==> config.mk <==
export PLATFORM = sky130hd
export DESIGN_NAME = fir_mac_sequencer
export DESIGN_NICKNAME = d
export VERILOG_FILES = /design/src/rtl/fir_mac_sequencer.sv
export SDC_FILE = /design/constraint.sdc
export NUM_CORES = 1
export LEC_CHECK = 0
export ABC_AREA = 1
export CAP_MARGIN = 25
export CORE_MARGIN = 2
export CORE_UTILIZATION = 55
export DETAILED_ROUTE_END_ITERATION = 8
export PLACE_DENSITY = 0.76
export SLEW_MARGIN = 40
export SYNTH_ARGS = -nofsm -noshare
export SYNTH_HDL_FRONTEND = slang
export SYNTH_SLANG_ARGS = --single-unit
==> constraint.sdc <==
create_clock -name clk -period 7.5 [get_ports clk]
set_input_delay 2.25 -clock clk [delete_from_list [all_inputs] [get_ports clk]]
set_output_delay 2.25 -clock clk [all_outputs]
set_load 0.01 [all_outputs]
==> src/rtl/fir_mac_sequencer.sv <==
// ----------------------------------------------------------------------------
// fir_mac_sequencer
//   Time-multiplexed FIR controller. A single shared signed multiplier-
//   accumulator walks every tap of the delay line once per accepted sample,
//   replacing TAP_NUMBER parallel multipliers. Holds the delay line and a
//   coefficient bank that can be rewritten at runtime while idle.
//
//   Optional feature macro: FIR_SAT_EN
//     defined   : data_out is the accumulator saturated to the signed output
//                 range; sat_flag marks a clipped result.
//     undefined : data_out is the low output bits of the accumulator (wrap);
//                 sat_flag is always 0.
//
// Ports
//   clk         in   clock, all state on posedge
//   rst         in   synchronous active-high reset
//   in_valid    in   data_in valid
//   in_ready    out  block can accept a sample (IDLE only)
//   data_in     in   signed sample, DATA_WIDTH
//   coef_we     in   coefficient write strobe (honoured in IDLE only)
//   coef_addr   in   tap index to write
//   coef_wdata  in   signed coefficient value
//   out_valid   out  data_out valid
//   out_ready   in   downstream accepts data_out
//   data_out    out  signed filter result, DATA_WIDTH+COEF_WIDTH
//   sat_flag    out  result was clipped (FIR_SAT_EN builds only)
//   busy        out  state is not IDLE
// ----------------------------------------------------------------------------
module fir_mac_sequencer #(
    parameter int  DATA_WIDTH = 16,
    parameter int  COEF_WIDTH = 16,
    parameter int  TAP_NUMBER = 4,
    parameter int  ACC_WIDTH  = 34,
    localparam int TW         = $clog2(TAP_NUMBER),
    localparam int OW         = DATA_WIDTH + COEF_WIDTH
) (
    input  logic                         clk,
    input  logic                         rst,
    input  logic                         in_valid,
    output logic                         in_ready,
    input  logic signed [DATA_WIDTH-1:0] data_in,
    input  logic                         coef_we,
    input  logic [TW-1:0]                coef_addr,
    input  logic signed [COEF_WIDTH-1:0] coef_wdata,
    output logic                         out_valid,
    input  logic                         out_ready,
    output logic signed [OW-1:0]         data_out,
    output logic                         sat_flag,
    output logic                         busy
);

`ifdef FIR_SAT_EN
    localparam bit SatEn = 1'b1;
`else
    localparam bit SatEn = 1'b0;
`endif

    typedef enum logic [1:0] {StIdle, StMac, StOut} state_e;

    state_e state_q, state_d;

    logic signed [DATA_WIDTH-1:0] sr_q   [TAP_NUMBER];
    logic signed [COEF_WIDTH-1:0] coef_q [TAP_NUMBER];
    logic signed [ACC_WIDTH-1:0]  acc_q;
    logic [TW-1:0]                idx_q;
    logic signed [OW-1:0]         data_out_q;
    logic                         sat_q;

    logic                         accept;
    logic                         coef_ok;
    logic                         last_tap;
    logic signed [OW-1:0]         mul_a;
    logic signed [OW-1:0]         mul_b;
    logic signed [OW-1:0]         prod;
    logic signed [ACC_WIDTH-1:0]  acc_sum;
    logic                         ovf;
    logic signed [OW-1:0]         res;

    assign accept   = (state_q == StIdle) && in_valid;
    assign coef_ok  = coef_we && (state_q == StIdle) && (int'({1'b0, coef_addr}) < TAP_NUMBER);
    assign last_tap = (idx_q == TW'(TAP_NUMBER - 1));

    // Operands sign-extended to the full product width so the OW-bit product
    // is the exact signed result.
    assign mul_a   = {{COEF_WIDTH{sr_q[idx_q][DATA_WIDTH-1]}}, sr_q[idx_q]};
    assign mul_b   = {{DATA_WIDTH{coef_q[idx_q][COEF_WIDTH-1]}}, coef_q[idx_q]};
    assign prod    = mul_a * mul_b;
    assign acc_sum = acc_q + {{(ACC_WIDTH-OW){prod[OW-1]}}, prod};

    // Out of range when the bits above the output sign bit disagree with it.
    always_comb begin
        ovf = (acc_sum[ACC_WIDTH-1:OW-1] != {(ACC_WIDTH-OW+1){acc_sum[ACC_WIDTH-1]}});
        res = acc_sum[OW-1:0];
        if (SatEn && ovf) begin
            res = acc_sum[ACC_WIDTH-1] ? {1'b1, {(OW-1){1'b0}}} : {1'b0, {(OW-1){1'b1}}};
        end
    end

    always_ff @(posedge clk) begin
        if (rst) begin
            state_q <= StIdle;
        end else begin
            state_q <= state_d;
        end
    end

    always_comb begin
        state_d   = state_q;
        in_ready  = 1'b0;
        out_valid = 1'b0;
        busy      = 1'b1;
        unique case (state_q)
            StIdle: begin
                in_ready = 1'b1;
                busy     = 1'b0;
                if (in_valid) state_d = StMac;
            end
            StMac: begin
                if (last_tap) state_d = StOut;
            end
            StOut: begin
                out_valid = 1'b1;
                if (out_ready) state_d = StIdle;
            end
            default: state_d = StIdle;
        endcase
    end

    always_ff @(posedge clk) begin
        if (rst) begin
            for (int i = 0; i < TAP_NUMBER; i++) begin
                sr_q[i]   <= '0;
                coef_q[i] <= COEF_WIDTH'((TAP_NUMBER - i) << 8);
            end
            acc_q      <= '0;
            idx_q      <= '0;
            data_out_q <= '0;
            sat_q      <= 1'b0;
        end else begin
            // Applied before the MAC starts, so a write in the accepting cycle
            // is already visible to that sample.
            if (coef_ok) coef_q[coef_addr] <= coef_wdata;
            if (accept) begin
                for (int i = TAP_NUMBER - 1; i > 0; i--) sr_q[i] <= sr_q[i-1];
                sr_q[0] <= data_in;
                acc_q   <= '0;
                idx_q   <= '0;
            end else if (state_q == StMac) begin
                acc_q <= acc_sum;
                idx_q <= last_tap ? '0 : idx_q + 1'b1;
                if (last_tap) begin
                    data_out_q <= res;
                    sat_q      <= SatEn && ovf;
                end
            end
        end
    end

    assign data_out = data_out_q;
    assign sat_flag = sat_q;

endmodule
==> flow_summary.yaml <==
routing:
  viasPerCell: 5.43
  vias: 18700
  final_antenna_net_count: 0
  dr.first_iter.drc_count: 1532
  postRouteWirelength_um: 65900
  drc: 0
  drt-wirelength-per-cell_um: 19.2
  first_pass_iters: 6
synthesis:
  synth_seq_area_share_pct: 25.2
  synth_edf_count: 128
  syn_area_um2: 20800
  ys_types: 51
  async_reset_ff_share_pct: 0
  synth-seq-cells: 198
  synth_warnings: 0
  synth_cells: 2505
  synthFlopType: "edfxtp_1"
  syn-num-nets: 2923
  avgSynthCellArea_um2: 8.30
floorplan:
  fp-row-count: 71
  dieArea_um2: 39400
  die-height_um: 198
  coreArea_um2: 37500
  start_util_pct: 55.5
  io_pins: 75
  die_x_um: 198
grt:
  grt_first_pass_wirelength_um: 95300
  grtUsageTotal_pct: 31.9
  grt_max_degree: 65
  antenna_found_initial: 2
  grt_pass1_vias: 18300
  grt-ovfl-total: 0
timing:
  finalSetupViolCount: 15
  fin_crit_sh_pct: 102
  worst_hold_slack_ns: 0.469
  maxSlewHeadroom_pct: 43.3
  setup_ws_ns: -0.134
  clock_skew_ns: 0.0243
  grt_setup_unrepaired: "yes"
  fmax_mhz: 131
  period_minus_slack_ns: 7.63
  hold_violations: 0
  slew_viol_final: 0
  worst_pin_slew_ns: 0.849
critical_path:
  worst_setup_path_start_kind: "register"
  critical_path.most_common_cell: "nand2_1"
  cp_max_fo: 6
  critPathRequiredTime_ns: 7.89
  reg2reg_depth: 42
  critPathCaptureType: "register"
  cpPeakStageDelay_ns: 0.59
  cp_slowest_cell: "fa_2"
  crit_type: "reg -> reg"
  cp.arrival_ns: 8.02
layout:
  syn_to_final_growth_pct: 33.9
  final_common_cell: "inv_1"
  layout_common_cells: "506 x inv_1, 366 x nand2_1, 316 x nor2_1"
  final.fill_count: 2598
  drive_above_1_share_pct: 30.3
  seqCellArea_um2: 5250
  fin_cells: 3438
  multi_input_comb_area_um2: 14800
  fin_util_pct: 74.3
  n_antenna_cell: 0
  layout.nets: 3332
clocking:
  cts-buffers-inserted: 17
  ctsHoldBuffers: 0
  cts.sinks: 198
  clockBufferDepth: 2
  cts_tree: "done"
  cts_root_buffer: "clkbuf_16"
  clk_latency_ns: 0.49
  clk_pin_slew_worst_paths_ns: 0.08
  htree_levels: 4
place:
  place_worst_setup_slack_ns: -0.328
  dp.cells: 3321
  gp_congestion: 0.970
  io_buffers: 73
  dp_hpwl_um: 47200
status:
  violations: "setup timing"
  status: "finished with violations"
min_path:
  min_path_type: "reg -> reg"
  hold_start: "data_out[0]"
  min_path_cells: 2
flow_run:
  cap_violations: 0
[per-stage QoR]
stage                     instance area [um^2]  TNS (ns)
after global placement                   24200     -3.79
after global routing                     27800     -8.04
after floorplan                          20800         0
after detailed placement                 24200     -7.76
after CTS                                25300   -0.0215
final                                    27800     -1.19
[kinds of logic after synthesis]
kind of cell	synth area share, %
buffers and inverters	12.5
other	0.0180
adders and majority gates	32.3
xor gates and xnor gates	1.68
DFF	25.2
and+or+nand+nor	18.8
AOI/OAI and AO/OA	9.45
[synth_stat cells, drive strengths merged, types with 2 or more instances]
| cell | count | area share [%] |
|---|---|---|
| a31o | 2 | 0.084 |
| nor3 | 16 | 0.46 |
| xnor2 | 15 | 0.63 |
| inv | 597 | 11 |
| dfxtp | 70 | 6.7 |
| nand3 | 71 | 1.7 |
| a21boi | 5 | 0.20 |
| o21ai | 52 | 1.3 |
| nand2 | 450 | 8.3 |
| o21a | 18 | 0.65 |
| clkbuf | 11 | 0.20 |
| a21oi | 106 | 2.7 |
| a21o | 9 | 0.32 |
| or2 | 5 | 0.15 |
| nor4 | 2 | 0.12 |
| nand3b | 3 | 0.11 |
| o21bai | 21 | 0.78 |
| a31oi | 2 | 0.060 |
| xor2 | 25 | 1.1 |
| ha | 116 | 7.0 |
| nand4 | 10 | 0.30 |
| buf | 54 | 1.5 |
| nor2 | 403 | 7.6 |
| edfxtp | 128 | 18 |
| o211ai | 12 | 0.43 |
| fa | 263 | 25 |
| o2111ai | 2 | 0.084 |
| a32oi | 31 | 2.8 |
[final cells by class]
| class | instances | share of cell area (%) |
|---|---|---|
| Multi-Input combinational cell | 1644 | 53.1 |
| Sequential cell | 198 | 18.9 |
| Timing Repair Buffer | 454 | 15.0 |
| Inverter | 598 | 8.31 |
| Tap cell | 511 | 2.30 |
| Clock buffer | 18 | 1.62 |
| Clock inverter | 14 | 0.679 |
| Timing Repair inverter | 1 | 0.0584 |
[timing repair]
item                                    in CTS  in global routing
pin swaps                                   32                183
gates cloned                                 2                 11
resized for setup                           77                475
buffers inserted                            11                 66
endpoints found under the setup margin      37                 44
[routing by layer]
metal / track usage [%] / vias up / part of all wire (%)
li1: - / 8468 / -
met1: 42.8 / 9147 / 40
met2: 51.9 / 868 / 48
met3: 5.90 / 178 / 8.9
met4: 11.7 / 4 / 3.9
met5: 0 / - / 0.035
[path summary, 6_finish.rpt]
path / endpoint / slack (ns)
hold reg to reg: data_out[0] / 0.47
setup reg to reg: data_out[31] / -0.13
hold / removal: data_out[0] / 0.47
setup / recovery: data_out[31] / -0.13
[sequential cells by signal (all words and copies together), names as in the netlist, named ones only]
name      count
coef_q       64
state_q       2
idx_q         2
data_out     32
sr_q         64
acc_q        32
[critical path: cells and delay by family, from the launching register on]
family / cells / cell delay, ns
buffers and inverters: 11 / 1.12
adders and majority gates: 8 / 3.50
xor gates and xnor gates: 1 / 0.17
DFF: 1 / 0.39
AOI/OAI and AO/OA: 4 / 0.69
and+or+nand+nor: 18 / 1.68
Power is left out: the tool's default activity adds up to more than one toggle a clock period on the data nets, which glitch-free logic cannot reach.
